`src/rtl/mini_src_control_unit_pkg.sv`:
```
// Shared definitions for the Mini-SRC control unit.
// Holds the instruction opcodes, ALU operation codes, sequencer state encodings
// and instruction class encodings used by mini_src_decode and mini_src_control_unit.
package mini_src_control_unit_pkg;

  localparam int OPCODE_W = 5;
  localparam int ALU_OP_W = 4;

  // Instruction opcodes (IR[31:27])
  localparam logic [OPCODE_W-1:0] OP_LD   = 5'b00000;
  localparam logic [OPCODE_W-1:0] OP_ST   = 5'b00001;
  localparam logic [OPCODE_W-1:0] OP_ADD  = 5'b00010;
  localparam logic [OPCODE_W-1:0] OP_SUB  = 5'b00011;
  localparam logic [OPCODE_W-1:0] OP_AND  = 5'b00100;
  localparam logic [OPCODE_W-1:0] OP_OR   = 5'b00101;
  localparam logic [OPCODE_W-1:0] OP_SHR  = 5'b00110;
  localparam logic [OPCODE_W-1:0] OP_SHL  = 5'b00111;
  localparam logic [OPCODE_W-1:0] OP_ROR  = 5'b01000;
  localparam logic [OPCODE_W-1:0] OP_ROL  = 5'b01001;
  localparam logic [OPCODE_W-1:0] OP_ADDI = 5'b01010;
  localparam logic [OPCODE_W-1:0] OP_ANDI = 5'b01011;
  localparam logic [OPCODE_W-1:0] OP_ORI  = 5'b01100;
  localparam logic [OPCODE_W-1:0] OP_MUL  = 5'b01101;
  localparam logic [OPCODE_W-1:0] OP_DIV  = 5'b01110;
  localparam logic [OPCODE_W-1:0] OP_NEG  = 5'b01111;
  localparam logic [OPCODE_W-1:0] OP_NOT  = 5'b10000;
  localparam logic [OPCODE_W-1:0] OP_MFHI = 5'b10001;
  localparam logic [OPCODE_W-1:0] OP_MFLO = 5'b10010;
  localparam logic [OPCODE_W-1:0] OP_NOP  = 5'b10011;
  localparam logic [OPCODE_W-1:0] OP_HALT = 5'b10100;

  // ALU operation codes
  localparam logic [ALU_OP_W-1:0] ALU_ADD = 4'h0;
  localparam logic [ALU_OP_W-1:0] ALU_SUB = 4'h1;
  localparam logic [ALU_OP_W-1:0] ALU_AND = 4'h2;
  localparam logic [ALU_OP_W-1:0] ALU_OR  = 4'h3;
  localparam logic [ALU_OP_W-1:0] ALU_SHR = 4'h4;
  localparam logic [ALU_OP_W-1:0] ALU_SHL = 4'h5;
  localparam logic [ALU_OP_W-1:0] ALU_ROR = 4'h6;
  localparam logic [ALU_OP_W-1:0] ALU_ROL = 4'h7;
  localparam logic [ALU_OP_W-1:0] ALU_MUL = 4'h8;
  localparam logic [ALU_OP_W-1:0] ALU_DIV = 4'h9;
  localparam logic [ALU_OP_W-1:0] ALU_NEG = 4'hA;
  localparam logic [ALU_OP_W-1:0] ALU_NOT = 4'hB;
  localparam logic [ALU_OP_W-1:0] ALU_INC = 4'hC;

  typedef enum logic [3:0] {
    S_IDLE = 4'd0,
    S_F0   = 4'd1,
    S_F1   = 4'd2,
    S_F2   = 4'd3,
    S_F3   = 4'd4,
    S_E0   = 4'd5,
    S_E1   = 4'd6,
    S_E2   = 4'd7,
    S_E3   = 4'd8,
    S_E4   = 4'd9,
    S_HALT = 4'd10
  } state_e;

  typedef enum logic [3:0] {
    C_RTYPE   = 4'd0,
    C_IMM     = 4'd1,
    C_UNARY   = 4'd2,
    C_MULDIV  = 4'd3,
    C_MFHI    = 4'd4,
    C_MFLO    = 4'd5,
    C_LD      = 4'd6,
    C_ST      = 4'd7,
    C_NOP     = 4'd8,
    C_HALT    = 4'd9,
    C_ILLEGAL = 4'd10
  } iclass_e;

endpackage

```
`src/rtl/mini_src_control_unit_decode.sv`:
```
// mini_src_decode: combinational opcode decoder.
// Ports:
//   opcode  in   IR[31:27]
//   iclass  out  instruction class steering the execute sequence
//   alu_op  out  ALU operation used by the instruction's compute step
module mini_src_decode
  import mini_src_control_unit_pkg::*;
(
  input  logic [OPCODE_W-1:0] opcode,
  output iclass_e             iclass,
  output logic [ALU_OP_W-1:0] alu_op
);

  always_comb begin
    iclass = C_ILLEGAL;
    alu_op = ALU_ADD;
    case (opcode)
      OP_LD:   begin iclass = C_LD;     alu_op = ALU_ADD; end
      OP_ST:   begin iclass = C_ST;     alu_op = ALU_ADD; end
      OP_ADD:  begin iclass = C_RTYPE;  alu_op = ALU_ADD; end
      OP_SUB:  begin iclass = C_RTYPE;  alu_op = ALU_SUB; end
      OP_AND:  begin iclass = C_RTYPE;  alu_op = ALU_AND; end
      OP_OR:   begin iclass = C_RTYPE;  alu_op = ALU_OR;  end
      OP_SHR:  begin iclass = C_RTYPE;  alu_op = ALU_SHR; end
      OP_SHL:  begin iclass = C_RTYPE;  alu_op = ALU_SHL; end
      OP_ROR:  begin iclass = C_RTYPE;  alu_op = ALU_ROR; end
      OP_ROL:  begin iclass = C_RTYPE;  alu_op = ALU_ROL; end
      OP_ADDI: begin iclass = C_IMM;    alu_op = ALU_ADD; end
      OP_ANDI: begin iclass = C_IMM;    alu_op = ALU_AND; end
      OP_ORI:  begin iclass = C_IMM;    alu_op = ALU_OR;  end
      OP_MUL:  begin iclass = C_MULDIV; alu_op = ALU_MUL; end
      OP_DIV:  begin iclass = C_MULDIV; alu_op = ALU_DIV; end
      OP_NEG:  begin iclass = C_UNARY;  alu_op = ALU_NEG; end
      OP_NOT:  begin iclass = C_UNARY;  alu_op = ALU_NOT; end
      OP_MFHI: iclass = C_MFHI;
      OP_MFLO: iclass = C_MFLO;
      OP_NOP:  iclass = C_NOP;
      OP_HALT: iclass = C_HALT;
      default: begin
        iclass = C_ILLEGAL;
        alu_op = ALU_ADD;
      end
    endcase
  end

endmodule

```
`src/rtl/mini_src_control_unit.sv`:
```
// mini_src_control_unit: hardwired Moore sequencer for the Mini-SRC datapath.
// Runs fetch/decode/execute by driving bus selects, register loads, the
// register-file index and the ALU opcode, and owns the memory handshake.
// Ports:
//   clk, in_clr              clock / async active-high reset
//   in_run                   leave IDLE and start fetching
//   in_ir                    IR contents read back from the datapath
//   in_mem_ready             memory finishes the outstanding request
//   out_regfile_location     register-file index
//   out_alu_opcode           ALU operation
//   out_*_read               bus source selects (one-hot or none)
//   out_*_write              register loads
//   out_mdr_select           1 = MDR loads from memory
//   out_mem_req, out_mem_we  memory request / write qualifier
//   out_halted, out_illegal  status
//
// state | meaning
// IDLE  | waiting for in_run, all outputs low
// F0    | PC -> MAR, Z <- PC+1
// F1    | Z -> PC
// F2    | memory read into MDR, held until in_mem_ready
// F3    | MDR -> IR
// E0-E4 | execute steps, sequence chosen by instruction class
// HALT  | stopped until in_clr
module mini_src_control_unit
  import mini_src_control_unit_pkg::*;
(
  input  logic                clk,
  input  logic                in_clr,
  input  logic                in_run,
  input  logic [31:0]         in_ir,
  input  logic                in_mem_ready,
  output logic [3:0]          out_regfile_location,
  output logic [ALU_OP_W-1:0] out_alu_opcode,
  output logic                out_regfile_read,
  output logic                out_hi_read,
  output logic                out_lo_read,
  output logic                out_z_hi_read,
  output logic                out_z_lo_read,
  output logic                out_pc_read,
  output logic                out_mdr_read,
  output logic                out_inport_read,
  output logic                out_c_read,
  output logic                out_regfile_write,
  output logic                out_hi_write,
  output logic                out_lo_write,
  output logic                out_z_write,
  output logic                out_pc_write,
  output logic                out_mdr_write,
  output logic                out_ir_write,
  output logic                out_y_write,
  output logic                out_mar_write,
  output logic                out_mdr_select,
  output logic                out_mem_req,
  output logic                out_mem_we,
  output logic                out_halted,
  output logic                out_illegal
);

  state_e              state;
  state_e              next_state;
  iclass_e             iclass;
  logic [ALU_OP_W-1:0] dec_alu;
  logic [3:0]          ra;
  logic [3:0]          rb;
  logic [3:0]          rc;
  logic                unused_ir;

  assign ra = in_ir[26:23];
  assign rb = in_ir[22:19];
  assign rc = in_ir[18:15];
  // Immediate bits feed the datapath's C register directly.
  assign unused_ir = ^in_ir[14:0];

  mini_src_decode u_decode (
    .opcode (in_ir[31 -: OPCODE_W]),
    .iclass (iclass),
    .alu_op (dec_alu)
  );

  always_ff @(posedge clk or posedge in_clr) begin
    if (in_clr) state <= S_IDLE;
    else        state <= next_state;
  end

  always_comb begin
    next_state           = state;
    out_regfile_location = 4'd0;
    out_alu_opcode       = ALU_ADD;
    out_regfile_read     = 1'b0;
    out_hi_read          = 1'b0;
    out_lo_read          = 1'b0;
    out_z_hi_read        = 1'b0;
    out_z_lo_read        = 1'b0;
    out_pc_read          = 1'b0;
    out_mdr_read         = 1'b0;
    out_inport_read      = 1'b0;
    out_c_read           = 1'b0;
    out_regfile_write    = 1'b0;
    out_hi_write         = 1'b0;
    out_lo_write         = 1'b0;
    out_z_write          = 1'b0;
    out_pc_write         = 1'b0;
    out_mdr_write        = 1'b0;
    out_ir_write         = 1'b0;
    out_y_write          = 1'b0;
    out_mar_write        = 1'b0;
    out_mdr_select       = 1'b0;
    out_mem_req          = 1'b0;
    out_mem_we           = 1'b0;
    out_halted           = 1'b0;
    out_illegal          = 1'b0;

    case (state)
      S_IDLE: if (in_run) next_state = S_F0;

      S_F0: begin
        out_pc_read    = 1'b1;
        out_mar_write  = 1'b1;
        out_alu_opcode = ALU_INC;
        out_z_write    = 1'b1;
        next_state     = S_F1;
      end

      S_F1: begin
        out_z_lo_read = 1'b1;
        out_pc_write  = 1'b1;
        next_state    = S_F2;
      end

      // MDR captures the read data in the same cycle memory reports ready.
      S_F2: begin
        out_mem_req    = 1'b1;
        out_mdr_select = 1'b1;
        out_mdr_write  = in_mem_ready;
        if (in_mem_ready) next_state = S_F3;
      end

      S_F3: begin
        out_mdr_read = 1'b1;
        out_ir_write = 1'b1;
        next_state   = S_E0;
      end

      S_E0: begin
        case (iclass)
          C_RTYPE, C_IMM, C_MULDIV, C_LD, C_ST: begin
            out_regfile_location = rb;
            out_regfile_read     = 1'b1;
            out_y_write          = 1'b1;
            next_state           = S_E1;
          end
          C_UNARY: begin
            out_regfile_location = rb;
            out_regfile_read     = 1'b1;
            out_alu_opcode       = dec_alu;
            out_z_write          = 1'b1;
            next_state           = S_E1;
          end
          C_MFHI, C_MFLO: begin
            out_hi_read          = (iclass == C_MFHI);
            out_lo_read          = (iclass == C_MFLO);
            out_regfile_location = ra;
            out_regfile_write    = 1'b1;
            next_state           = S_F0;
          end
          C_HALT:    next_state = S_HALT;
          C_ILLEGAL: begin
            out_illegal = 1'b1;
            next_state  = S_F0;
          end
          default:   next_state = S_F0;
        endcase
      end

      S_E1: begin
        next_state = S_E2;
        case (iclass)
          C_RTYPE, C_MULDIV: begin
            out_regfile_location = rc;
            out_regfile_read     = 1'b1;
            out_alu_opcode       = dec_alu;
            out_z_write          = 1'b1;
          end
          C_IMM, C_LD, C_ST: begin
            out_c_read     = 1'b1;
            out_alu_opcode = dec_alu;
            out_z_write    = 1'b1;
          end
          C_UNARY: begin
            out_z_lo_read        = 1'b1;
            out_regfile_location = ra;
            out_regfile_write    = 1'b1;
            next_state           = S_F0;
          end
          default: next_state = S_F0;
        endcase
      end

      S_E2: begin
        next_state    = S_E3;
        out_z_lo_read = 1'b1;
        case (iclass)
          C_RTYPE, C_IMM: begin
            out_regfile_location = ra;
            out_regfile_write    = 1'b1;
            next_state           = S_F0;
          end
          C_MULDIV:   out_lo_write  = 1'b1;
          C_LD, C_ST: out_mar_write = 1'b1;
          default: begin
            out_z_lo_read = 1'b0;
            next_state    = S_F0;
          end
        endcase
      end

      S_E3: begin
        case (iclass)
          C_MULDIV: begin
            out_z_hi_read = 1'b1;
            out_hi_write  = 1'b1;
            next_state    = S_F0;
          end
          C_LD: begin
            out_mem_req    = 1'b1;
            out_mdr_select = 1'b1;
            out_mdr_write  = in_mem_ready;
            if (in_mem_ready) next_state = S_E4;
          end
          // Store data goes register -> bus -> MDR before the write request.
          C_ST: begin
            out_regfile_location = ra;
            out_regfile_read     = 1'b1;
            out_mdr_write        = 1'b1;
            next_state           = S_E4;
          end
          default: next_state = S_F0;
        endcase
      end

      S_E4: begin
        case (iclass)
          C_LD: begin
            out_mdr_read         = 1'b1;
            out_regfile_location = ra;
            out_regfile_write    = 1'b1;
            next_state           = S_F0;
          end
          C_ST: begin
            out_mem_req = 1'b1;
            out_mem_we  = 1'b1;
            if (in_mem_ready) next_state = S_F0;
          end
          default: next_state = S_F0;
        endcase
      end

      S_HALT: out_halted = 1'b1;

      default: next_state = S_IDLE;
    endcase
  end

endmodule

```
`config.mk`:
```
export PLATFORM = sky130hd
export DESIGN_NAME = mini_src_control_unit
export DESIGN_NICKNAME = d
export VERILOG_FILES = /design/src/rtl/mini_src_control_unit_pkg.sv /design/src/rtl/mini_src_control_unit_decode.sv /design/src/rtl/mini_src_control_unit.sv
export SDC_FILE = /design/constraint.sdc
export NUM_CORES = 1
export LEC_CHECK = 0
export BUFFER_PORTS_ARGS = -buffer_cell sky130_fd_sc_hd__buf_2
export CAP_MARGIN = 20
export CELL_PAD_IN_SITES_DETAIL_PLACEMENT = 0
export CELL_PAD_IN_SITES_GLOBAL_PLACEMENT = 1
export CORE_ASPECT_RATIO = 0.7
export CORE_MARGIN = 4
export CORE_UTILIZATION = 30
export DETAILED_ROUTE_END_ITERATION = 10
export PLACE_DENSITY = 0.84
export SETUP_SLACK_MARGIN = 0.4
export SLEW_MARGIN = 40
export SYNTH_ARGS = -nofsm -noshare
export SYNTH_HDL_FRONTEND = slang
export SYNTH_SLANG_ARGS = --single-unit
```
`constraint.sdc`:
```
create_clock -name clk -period 4.5 [get_ports clk]
set_clock_uncertainty 0.1 [all_clocks]
set_input_delay 0.225 -clock clk [delete_from_list [all_inputs] [get_ports clk]]
set_output_delay 0.225 -clock clk [all_outputs]
set_load 0.01 [all_outputs]
```
==> flow_summary.json <==
{
  "outcome": "finished, final reports clean",
  "die_w_um": 80.1,
  "largest_reg_flops": 4,
  "p_switching_uw": 257,
  "synth_edf_count": 0,
  "relSlewSlack_pct": 50.6,
  "final_net_count": 241,
  "antenna_cells": 0,
  "num_io_pins": 67,
  "grt_use_met3_pct": 3.21,
  "hold_viol_final": 0,
  "syn_area_um2": 1090,
  "crit_arrival_ns": 2.60,
  "p_leak_nw": 0.669,
  "worstPathRequired_ns": 4.18,
  "fin_crit_sh_pct": 65.0,
  "internal-power_uw": 259,
  "grt_max_degree": 27,
  "drive_above_1_share_pct": 31.5,
  "seq_power_share_pct": 21.2,
  "rsz0062_at_grt": "no",
  "gr-total-overflow": 0,
  "syn_to_final_growth_pct": 25.8,
  "final.setup.tns_ns": 0,
  "reg_top3": "state x4",
  "synth_area_leader_cell": "dfrtp_1",
  "initial_core_util_pct": 31.1,
  "dp_hpwl_um": 2690,
  "placed_cells_incl_taps": 249,
  "power.density_nw_per_um2": 376,
  "mostFrequentLayoutCell": "buf_2",
  "max_cap_viol_count": 0,
  "fp.dieH_um": 58.5,
  "clockBufferDepth": 2,
  "synth_async_sr_flop_share_pct": 100,
  "largest_register": "state",
  "dieArea_um2": 4690,
  "ys_seq_area_share_pct": 9.16,
  "wirelength_um": 3560,
  "pwr-share-comb_pct": 64.7,
  "crit_fanout": 23,
  "ant_nets": 0,
  "syn-num-nets": 201,
  "hold_class": "primary input to register",
  "clk_latency_ns": 0.21,
  "ys_ff_latch": 4,
  "cp-start-kind": "register",
  "max-vdd-ir-drop_v": 0.000169,
  "ctsHtreeMaxLevel": 1,
  "core_um2": 3510,
  "regArea_um2": 100,
  "fill_cells": 381,
  "cts.clk_slew.worst_paths_ns": 0.03,
  "drc": 0,
  "worstMarginPinSlew_ns": 0.722,
  "io_buffers": 50,
  "ys_warn_count": 0,
  "cts_root_buffer": "clkbuf_8",
  "place_congestion": 0.807,
  "synth_cell_types": 57,
  "synth_area_per_cell_um2": 6.62,
  "grt_util_met2_pct": 18.8,
  "setup_ws_ns": 1.57,
  "yosys-top-cells-area": "dfrtp_1, nor2_1, nor2b_1, a21oi_1, a221o_1",
  "stdcell_count": 253,
  "setup_viol": 0,
  "antenna_found_initial": 0,
  "multi_input_area_um2": 887,
  "fin_crit_ns": 2.93,
  "wire_per_inst_um": 14.1,
  "power_frac_clock_pct": 14.1,
  "track_usage_pct": 14.7,
  "cts_resized": 0,
  "grt_pass1_vias": 1140,
  "holdBufCountCts": 1,
  "cts_tree": "done",
  "clock_sink_count": 4,
  "dp_slack_ns": 1.84,
  "postSynthCellCount": 165,
  "slew_viol_final": 0,
  "post-cts-setup-buffer-count": 0,
  "end_kind": "output port",
  "drt_pass1_iterations": 4,
  "final_cell_mix": "buf_2, nor2_1, nand2_1",
  "synth_top_area_share_pct": 9.16,
  "num_vias": 1369,
  "p_sw_share_pct": 49.8,
  "busiest_layer": "met1",
  "use_met1_pct": 24.8,
  "grt_pass1_wl_um": 5640,
  "synth-main-ff-cell": "dfrtp_1",
  "power_uw": 516,
  "num_rows": 18,
  "crit_type": "register to output port",
  "fmaxAchievable_mhz": 342,
  "cts_made_buffers": 3,
  "vias_per_cell": 5.41,
  "drtIter0Drc": 107
}
==> cell usage after synthesis, drive strengths merged (3+ instances only) <==
cell    number
nor4         3
and3         6
a211oi       4
a22oi        5
a21oi        8
dfrtp        4
nor3         6
inv          6
nor2b        7
a221o        4
nor2        21
buf         11
o21ai        9
or2          4
nand2        9
clkbuf       5
and2         3
nand3        9
==> stage by stage <==
stage / util [%] / hold slack (ns) / instance area (µm²)
after floorplan: - / -0.109 / 1090
after global routing: 39.1 / 0.338 / 1370
after global placement: 37.6 / 0.00893 / 1320
final: 39.1 / 0.328 / 1370
after detailed placement: 37.6 / 0.0106 / 1320
after CTS: 39.1 / 0.317 / 1370
==> metal layers <==
layer	part of all wire [%]	vias to the layer above	wire (µm)
met5	0	-	0
met4	0	0	0
met3	9.9	0	352
met2	38	64	1340
met1	52	612	1870
li1	-	693	-
==> final timing paths <==
path	start	endpoint	slack, ns	cells past startpoint
worst max-delay path	state[1]$_DFFE_PP0P_	out_regfile_location[2]	1.57	6
worst min-delay path	in_mem_ready	state[1]$_DFFE_PP0P_	0.33	3
worst max register to register	state[1]$_DFFE_PP0P_	state[3]$_DFFE_PP0P_	2.18	5
worst min register to register	state[3]$_DFFE_PP0P_	state[2]$_DFFE_PP0P_	0.66	1
max in group asynchronous	in_clr	state[1]$_DFFE_PP0P_	3.81	3
min in group asynchronous	in_clr	state[0]$_DFFE_PP0P_	0.34	3
==> power by group through the flow <==
| stage | clock, mW | sequential (mW) | combinational (mW) |
|---|---|---|---|
| detailed placement | 0 | 0.108 | 0.331 |
| global route | 0.0793 | 0.116 | 0.368 |
| CTS | 0.0749 | 0.108 | 0.333 |
| floorplan | 0 | 0.0599 | 0.278 |
| global placement | 0 | 0.108 | 0.330 |
| finish | 0.0728 | 0.109 | 0.334 |
==> layout make-up <==
cell class / instances / share of cell area, %
Timing Repair Buffer: 51 / 18.9
Clock buffer: 3 / 3.01
Inverter: 6 / 1.64
Tap cell: 50 / 4.55
Sequential cell: 4 / 7.29
Multi-Input combinational cell: 139 / 64.6
==> critical path, cell delays in order, from the launching register on <==
cell       delay, ns
dfrtp_1         0.74
nand4b_1        0.38
a2111oi_0       0.76
nor2_1          0.12
nand3_2         0.13
a221o_1         0.13
buf_2           0.13
==> logic make-up after synthesis <==
| kind of cell | share of synthesized area [%] |
|---|---|
| compound gates | 34.4 |
| buf+inv | 9.62 |
| flops | 9.16 |
| xor+xnor | 2.41 |
| other cells | 0.343 |
| simple gates | 41.7 |
| mux | 2.41 |
(Power assumes the default switching activity.)
